**src/rtl/rf_pkg.sv**
```systemverilog
`default_nettype none
// ============================================================================
// Module      : rf_pkg
// Description : Shared constants and types for the architectural register
//               file: register count, id width, datapath width, the default
//               ROB tag width, and the read-result record {value, busy, tag}.
// Revision    : 1.0 - initial release
// ============================================================================
package rf_pkg;

  localparam int NUM_ARCH_REGS     = 32;
  localparam int REG_ID_WIDTH      = 5;
  localparam int XLEN              = 32;
  localparam int DEFAULT_ROB_WIDTH = 4;

  // What a read port returns for one source operand.
  typedef struct packed {
    logic [XLEN-1:0]              value;
    logic                         busy;
    logic [DEFAULT_ROB_WIDTH-1:0] tag;
  } rf_read_t;

endpackage : rf_pkg
`default_nettype wire

```
**src/rtl/rf_read_port.sv**
```systemverilog
`default_nettype none
// ============================================================================
// Module      : rf_read_port
// Description : One combinational source-operand read port. Forces x0 to
//               0/0/0 and, when RF_COMMIT_BYPASS_EN is defined, forwards a
//               same-cycle commit that retires the register's pending tag.
// Ports       : rs_id                          - source register id
//               state_value/busy/tag           - registered state of rs_id
//               reg_done/id/value/tag          - commit inputs (bypass build)
//               rs_value/rs_busy/rs_tag        - operand result
// Config      : RF_COMMIT_BYPASS_EN (optional commit-to-read bypass)
// Revision    : 1.0 - initial release
// ============================================================================
module rf_read_port
  import rf_pkg::*;
#(
  parameter int ROB_WIDTH = DEFAULT_ROB_WIDTH
) (
  input  logic [REG_ID_WIDTH-1:0] rs_id,
  input  logic [XLEN-1:0]         state_value,
  input  logic                    state_busy,
  input  logic [ROB_WIDTH-1:0]    state_tag,
`ifdef RF_COMMIT_BYPASS_EN
  input  logic                    reg_done,
  input  logic [REG_ID_WIDTH-1:0] reg_id,
  input  logic [XLEN-1:0]         reg_value,
  input  logic [ROB_WIDTH-1:0]    reg_tag,
`endif
  output logic [XLEN-1:0]         rs_value,
  output logic                    rs_busy,
  output logic [ROB_WIDTH-1:0]    rs_tag
);

  logic w_is_x0;
  assign w_is_x0 = (rs_id == '0);

`ifdef RF_COMMIT_BYPASS_EN
  // Only a commit that would actually clear busy may be forwarded; an older
  // producer's commit must not hide a younger pending rename.
  logic w_bypass_hit;
  assign w_bypass_hit = reg_done && (reg_id == rs_id) && !w_is_x0 &&
                        state_busy && (state_tag == reg_tag);
`endif

  always_comb begin
    rs_value = state_value;
    rs_busy  = state_busy;
    rs_tag   = state_tag;
    if (w_is_x0) begin
      rs_value = '0;
      rs_busy  = 1'b0;
      rs_tag   = '0;
    end
`ifdef RF_COMMIT_BYPASS_EN
    else if (w_bypass_hit) begin
      rs_value = reg_value;
      rs_busy  = 1'b0;
    end
`endif
  end

endmodule : rf_read_port
`default_nettype wire

```
**src/rtl/register_file.sv**
```systemverilog
`default_nettype none
// ============================================================================
// Module      : register_file
// Description : Architectural register file with rename tags. Takes ROB
//               commits (value/rd/tag), records issue-time renames, clears
//               all pending tags on mispredict flush, and serves two
//               combinational read ports (value, or tag of youngest producer).
// Ports       : clk_in, rst_in (sync, active-low), rdy_in (freeze when low)
//               clear_signal                     - mispredict flush
//               issue_signal/issue_rd_id/issue_rob_tag - rename at issue
//               reg_done/reg_id/reg_value/reg_tag      - ROB commit
//               rs1_*/rs2_*                      - read ports
// Config      : RF_COMMIT_BYPASS_EN - forward retiring commit to read ports
// Revision    : 1.0 - initial release
// ============================================================================
module register_file
  import rf_pkg::*;
#(
  parameter int ROB_WIDTH = DEFAULT_ROB_WIDTH
) (
  input  logic                    clk_in,
  input  logic                    rst_in,
  input  logic                    rdy_in,
  input  logic                    clear_signal,
  input  logic                    issue_signal,
  input  logic [REG_ID_WIDTH-1:0] issue_rd_id,
  input  logic [ROB_WIDTH-1:0]    issue_rob_tag,
  input  logic                    reg_done,
  input  logic [REG_ID_WIDTH-1:0] reg_id,
  input  logic [XLEN-1:0]         reg_value,
  input  logic [ROB_WIDTH-1:0]    reg_tag,
  input  logic [REG_ID_WIDTH-1:0] rs1_id,
  input  logic [REG_ID_WIDTH-1:0] rs2_id,
  output logic [XLEN-1:0]         rs1_value,
  output logic [XLEN-1:0]         rs2_value,
  output logic                    rs1_busy,
  output logic                    rs2_busy,
  output logic [ROB_WIDTH-1:0]    rs1_tag,
  output logic [ROB_WIDTH-1:0]    rs2_tag
);

  // Flat views of the state for the read muxes; entry 0 is a hard zero.
  logic [XLEN-1:0]          w_state_value [NUM_ARCH_REGS];
  logic [NUM_ARCH_REGS-1:0] w_state_busy;
  logic [ROB_WIDTH-1:0]     w_state_tag   [NUM_ARCH_REGS];

  // A flush cancels any rename arriving in the same cycle.
  logic w_issue_en;
  assign w_issue_en = issue_signal && !clear_signal;

  assign w_state_value[0] = '0;
  assign w_state_busy[0]  = 1'b0;
  assign w_state_tag[0]   = '0;

  generate
    for (genvar gi = 1; gi < NUM_ARCH_REGS; gi++) begin : g_reg
      logic [XLEN-1:0]      r_value;
      logic                 r_busy;
      logic [ROB_WIDTH-1:0] r_tag;
      logic                 w_commit_hit;
      logic                 w_issue_hit;
      logic                 w_commit_retires;

      assign w_commit_hit     = reg_done && (reg_id == REG_ID_WIDTH'(gi));
      assign w_issue_hit      = w_issue_en && (issue_rd_id == REG_ID_WIDTH'(gi));
      // Commit frees the register only if it is the youngest producer.
      assign w_commit_retires = w_commit_hit && r_busy && (r_tag == reg_tag);

      always_ff @(posedge clk_in) begin
        if (!rst_in) begin
          r_value <= '0;
          r_busy  <= 1'b0;
          r_tag   <= '0;
        end else if (rdy_in) begin
          if (w_commit_hit) begin
            r_value <= reg_value;
          end
          // Priority: flush, then new rename, then commit retirement.
          if (clear_signal) begin
            r_busy <= 1'b0;
          end else if (w_issue_hit) begin
            r_busy <= 1'b1;
          end else if (w_commit_retires) begin
            r_busy <= 1'b0;
          end
          if (w_issue_hit) begin
            r_tag <= issue_rob_tag;
          end
        end
      end

      assign w_state_value[gi] = r_value;
      assign w_state_busy[gi]  = r_busy;
      assign w_state_tag[gi]   = r_tag;
    end
  endgenerate

  rf_read_port #(
    .ROB_WIDTH   (ROB_WIDTH)
  ) u_rs1_port (
    .rs_id       (rs1_id),
    .state_value (w_state_value[rs1_id]),
    .state_busy  (w_state_busy[rs1_id]),
    .state_tag   (w_state_tag[rs1_id]),
`ifdef RF_COMMIT_BYPASS_EN
    .reg_done    (reg_done),
    .reg_id      (reg_id),
    .reg_value   (reg_value),
    .reg_tag     (reg_tag),
`endif
    .rs_value    (rs1_value),
    .rs_busy     (rs1_busy),
    .rs_tag      (rs1_tag)
  );

  rf_read_port #(
    .ROB_WIDTH   (ROB_WIDTH)
  ) u_rs2_port (
    .rs_id       (rs2_id),
    .state_value (w_state_value[rs2_id]),
    .state_busy  (w_state_busy[rs2_id]),
    .state_tag   (w_state_tag[rs2_id]),
`ifdef RF_COMMIT_BYPASS_EN
    .reg_done    (reg_done),
    .reg_id      (reg_id),
    .reg_value   (reg_value),
    .reg_tag     (reg_tag),
`endif
    .rs_value    (rs2_value),
    .rs_busy     (rs2_busy),
    .rs_tag      (rs2_tag)
  );

endmodule : register_file
`default_nettype wire

```
**config.mk**
```make
export PLATFORM = sky130hd
export DESIGN_NAME = register_file
export DESIGN_NICKNAME = d
export VERILOG_FILES = /design/src/rtl/rf_pkg.sv /design/src/rtl/rf_read_port.sv /design/src/rtl/register_file.sv
export SDC_FILE = /design/constraint.sdc
export NUM_CORES = 2
export LEC_CHECK = 0
export ABC_CLOCK_PERIOD_IN_PS = 1600
export BUFFER_PORTS_ARGS = -buffer_cell sky130_fd_sc_hd__clkbuf_2
export CAP_MARGIN = 20
export CORE_MARGIN = 5
export CORE_UTILIZATION = 55
export CTS_CLUSTER_DIAMETER = 80
export CTS_CLUSTER_SIZE = 30
export DETAILED_ROUTE_END_ITERATION = 7
export PLACE_DENSITY = 0.78
export REMOVE_ABC_BUFFERS = 1
export SLEW_MARGIN = 20
export SYNTH_ARGS = -nofsm -noshare
export SYNTH_HDL_FRONTEND = slang
export SYNTH_HIERARCHICAL = 1
export SYNTH_SLANG_ARGS = --single-unit
export TNS_END_PERCENT = 1
```
**constraint.sdc**
```tcl
create_clock -name clk_in -period 1.6 [get_ports clk_in]
set_clock_uncertainty 0.05 [all_clocks]
set_input_delay 0.08 -clock clk_in [delete_from_list [all_inputs] [get_ports clk_in]]
set_output_delay 0.08 -clock clk_in [all_outputs]
set_load 0.1 [all_outputs]
```
**After elaboration in Yosys (flattened, before gate mapping)**

Cells that the tools add are included.

- Bits in registers: 1147
- Output and inout bits: 74
- Word-level logic and storage cells: 559

- Order comparisons: 4
- Equal/unequal tests: 93
- Muxes and demuxes: 115
- Bitwise logic cells: 2
- Reductions and logical operators: 252

Operator list:

| operator | count |
|---|---|
| binary-select mux 32 bit (select 5 bit) | 2 |
| 2-to-1 mux 32 bit | 6 |
| AND reduction 2 bit | 93 |
| == test 5 bit, second input constant | 32 |
| logical AND 1 bit | 125 |
| == test 4 bit | 31 |
| 2-to-1 mux 1 bit | 97 |
| nonzero test 3 bit | 31 |
| == test 5 x 4 -> 1 bit, second input constant | 16 |
| binary-select mux 4 bit (select 5 bit) | 2 |
| == test 5 x 3 -> 1 bit, second input constant | 8 |
| 2-to-1 mux 4 bit | 6 |
| == test 5 x 2 -> 1 bit, second input constant | 4 |
| greater-or-equal comparator 6 bit, second input constant | 2 |
| < comparator 5 x 6 -> 1 bit, second input constant | 2 |
| NOT 5 -> 6 bit | 2 |
| binary-select mux 1 bit (select 5 bit) | 2 |
| == test 5 x 1 -> 1 bit, second input constant | 2 |
| logical NOT 5 bit | 2 |
| logical NOT 1 bit | 1 |

**Logic depth before layout (Yosys ltp)**

- Depth after elaboration: 7
- Mapped depth: 10

**By module**

Netlist, hierarchy kept.

By module, submodules not included:

| module | instances | cells an instance | area each (µm²) |
|---|---|---|---|
| register_file | 1 | 7731 | 63891.3 |
| rf_read_port | 2 | 45 | 359.1 |

**Worst setup path before layout**

OpenSTA, ideal clock, no wires.

- Path kind: input port to output port
- From: in rs1_id[1]
- To: out rs1_tag[0]
- Data arrival time: 3.533 ns
- Path slack: -2.063 ns
- Stages on the path: 10
- Path buffers: 5
- Cells stage by stage: buf_2 buf_2 buf_2 buf_2 buf_2 mux2i_1 nand2_1 nand3_1 nand3_1 a21boi_0

- Word-level cells in the longest chain between the ends: 5
- Elaborated cells on any way between the ends: 6
- Classes of those cells: mux (4); bitwise (1); reduce/logical (1)

Ends and longest elaborated chain:

| element | line | source |
|---|---|---|
| from (decl) | register_file.sv:32 | `input logic [REG_ID_WIDTH-1:0] rs1_id,` |
| NOT 5 -> 6 bit (not written as such) | register_file.sv:104 | `.state_tag (w_state_tag[rs1_id]),` |
| binary-select mux 4 bit (select 5 bit) | register_file.sv:104 |  |
| 2-to-1 mux 4 bit (not written as such) (2 in a row) | register_file.sv:104 |  |
| 2-to-1 mux 4 bit (*) | rf_read_port.sv:49 | `if (w_is_x0) begin` |
| to (decl) | register_file.sv:38 | `output logic [ROB_WIDTH-1:0] rs1_tag,` |

Mark *: on every way between the ends. The rest lies on a longest branch, timed or not. The select of a mux whose other input is x is not followed.

**Worst setup path in the final report**

- From: reg g_reg[5].r_value[26]
- To: out rs1_value[26]

- Word-level cells in the longest chain between the ends: 4

Ends and longest elaborated chain:

| element | line | source |
|---|---|---|
| from (decl) | register_file.sv:57 | `logic [XLEN-1:0] r_value;` |
| from (signal assigned) | register_file.sv:76 | `r_value <= reg_value;` |
| binary-select mux 32 bit (select 5 bit) | register_file.sv:102 | `.state_value (w_state_value[rs1_id]),` |
| 2-to-1 mux 32 bit (not written as such) (2 in a row) | register_file.sv:102 |  |
| 2-to-1 mux 32 bit | rf_read_port.sv:49 |  |
| to (decl) | register_file.sv:34 | `output logic [XLEN-1:0] rs1_value,` |

No other way between the ends. The select of a mux whose other input is x is not followed.

==> results.json <==
{
  "outcome": "finished with violations",
  "violations": "setup timing",
  "grt_pass1_vias": 62117,
  "fillers": 8770,
  "syn_area_um2": 64600,
  "synth-main-ff-cell": "dfxtp_1",
  "grt_max_degree": 91,
  "finalHoldViolCount": 0,
  "drt_iter0_drc": 8798,
  "design.core.area_um2": 116000,
  "final_common_cell": "nand2_1",
  "rows": 125,
  "async_flop_share_pct": 0,
  "synth_edf_count": 0,
  "yosysUniqueCellTypes": 50,
  "clk_pin_slew_ns": 0.12,
  "total_power_mw": 57.5,
  "fmax_ghz": 0.346,
  "yosys_register_bits": 1147,
  "rsz0062_at_grt": "true",
  "max_stage_delay_ns": 0.48,
  "crit_arrival_ns": 2.76,
  "dp_hpwl_um": 160000,
  "final_util_pct": 67.0,
  "worstRegToRegCells": 7,
  "synth_cells": 7821,
  "post-route-drc-count": 0,
  "placed_cell_area_um2": 74100,
  "worstSetupPathType": "reg -> out",
  "setup_violations": 77,
  "cts_buffer_depth": 3,
  "cp.required_ns": 1.47,
  "power.density_nw_per_um2": 738,
  "crit_fanout": 2,
  "whs_path_depth": 5,
  "antenna_found_initial": 2,
  "cap_violations": 0,
  "vias": 63567,
  "gp_congestion": 0.968,
  "ant_nets": 0,
  "tightestPinTransition_ns": 0.641,
  "path_cells": "buf_6, mux4_2, nor2b_2, nor3_2, a31oi_1, buf_4, nand3_2, a21boi_4, buf_12",
  "wl_per_cell_um": 25.1,
  "fin_crit_sh_pct": 181,
  "finalWorstSetupSlack_ns": -1.29,
  "routed_wl_um": 243000,
  "io_buffers": 139,
  "clk_latency_ns": 0.72,
  "vdd_drop_max_mv": 0.732,
  "p_leak_nw": 29.1,
  "min_path_type": "in -> reg",
  "via_per_inst": 6.56,
  "overflow": 0,
  "syn_to_final_growth_pct": 20.6,
  "seq_area_frac_synth_pct": 35.5,
  "die_w_um": 353,
  "start_kind": "flip-flop",
  "drive_above_1_share_pct": 19.1,
  "design_area_um2": 77900,
  "boundaryPins": 140,
  "grt_usage_pct": 36.9,
  "min_period_ns": 2.89,
  "nets": 8191,
  "cp-end-kind": "output pin",
  "yosys_warnings": 6,
  "slew_headroom_pct": 56.9,
  "crit_path_top_delay_cell": "mux4_2",
  "first_pass_iters": 8,
  "clock_sinks": 1147,
  "htree_levels": 2,
  "post-place-ws_ns": -1.12,
  "grt_first_pass_wirelength_um": 364000,
  "clockRootBuffer": "clkbuf_16",
  "die_area_um2": 124000,
  "start_util_pct": 55.5,
  "numCtsBuffers": 52,
  "cts_tree": "yes",
  "slew_viol_final": 0,
  "fp.dieH_um": 353,
  "layout_common_cells": "nand2_1 (2216), dfxtp_1 (1084), mux2i_1 (972)",
  "avgSynthCellArea_um2": 8.26
}
==> final timing paths <==
kind,startpoint,end,slack (ns)
max,g_reg[5].r_value[26],rs1_value[26],-1.29
min,reg_id[1],g_reg[11].r_busy,0.04
max reg2reg,g_reg[16].r_tag[3],g_reg[16].r_busy,-0.04
min reg2reg,g_reg[7].r_value[25],g_reg[7].r_value[25],0.42
==> state kept, by name, indices dropped and copies added (netlist names) <==
signal / count
g.r_busy: 31
g.r_value: 992
g.r_tag: 124
==> worst max-delay path: cells and delay by family, from the launching register on <==
kind | cells | cell delay, ns
and+or+nand+nor | 3 | 0.29
AOI/OAI and AO/OA | 2 | 0.40
muxes | 1 | 0.48
DFF | 1 | 0.35
buffers and inverters | 3 | 0.49
==> report_power, final <==
part           switching [mW]  total (mW)  internal, mW
Sequential             0.0883        28.7          28.7
Clock                    10.7        17.7          6.98
Combinational            6.85        11.1          4.28
==> layer usage <==
| layer | GRT usage [%] | vias up | share of wire, % |
|---|---|---|---|
| met3 | 9.65 | 1217 | 14 |
| met1 | 46.7 | 30204 | 36 |
| met2 | 56.4 | 4523 | 43 |
| met4 | 22.4 | 0 | 7.0 |
| li1 | - | 27623 | - |
| met5 | 0 | - | 0 |
==> synthesized netlist by cell type (2+ instances only) <==
cell type	instances	area, µm²
inv_1	4	15.0
a22oi_1	296	2220
nand2b_1	13	81.3
mux2i_1	972	9730
mux2_2	74	833
nor4_1	25	156
o21ai_0	25	125
nor4_2	4	50.1
buf_4	15	113
a21boi_1	229	1720
nand4_1	7	43.8
nor2b_1	172	1080
nor2_1	29	109
buf_6	9	101
nand3_1	255	1280
xnor2_1	24	210
a221oi_1	74	648
inv_2	2	7.51
and2_1	3	18.8
a21oi_1	172	861
clkbuf_1	423	1590
nor3_4	2	32.5
mux4_2	74	1670
nand2_1	2235	8390
dfxtp_1	1147	23000
xor2_1	100	876
nor4_4	2	42.5
nor3_2	3	30.0
or3_1	5	31.3
a31oi_1	74	463
o21a_1	24	180
or2_2	7	43.8
buf_1	51	191
o211ai_1	4	30.0
nor2_4	9	101
nor2_2	18	113
a21boi_2	6	67.6
nor3_1	84	420
buf_2	261	1310
a21boi_0	878	6590
==> cell families after synthesis <==
group,share of synthesized area [%]
AND/OR/NAND/NOR,18.7
XOR/XNOR,1.68
buffers and inverters,5.14
flip-flops,35.5
multiplexers,18.9
AO/OA/AOI/OAI,20.0
==> area by class of cell <==
class / count / area, µm² / share of cell area [%]
Multi-Input combinational cell: 5909 / 40100 / 51.5
Sequential cell: 1147 / 23000 / 29.6
Clock buffer: 54 / 1340 / 1.72
Clock inverter: 33 / 429 / 0.551
Tap cell: 1524 / 1910 / 2.45
Inverter: 6 / 22.5 / 0.0289
Antenna cell: 3 / 7.51 / 0.00963
Timing Repair Buffer: 1009 / 11100 / 14.2
==> metrics by stage <==
| step | hold slack, ns | setup TNS [ns] | cells |
|---|---|---|---|
| 6_report | 0.0376 | -85.40 | 9685 |
| 5_1_grt | 0.0719 | -90.40 | 9684 |
| 4_1_cts | 0.0160 | -84.04 | 9681 |
| 3_5_place_dp | 0.406 | -266.39 | 9554 |
| 3_3_place_gp | 0.398 | -203.28 | 9554 |
| 2_1_floorplan | 0.148 | -491.09 | 7062 |
==> repair_timing <==
item | CTS | global route
hold buffers | 47 | 0
pin swaps | 18 | 7
hold endpoints to repair | 1134 | 0
setup endpoints to repair | 75 | 109
resized for setup | 243 | 103
setup buffers | 2 | 2
(Power assumes the default switching activity.)
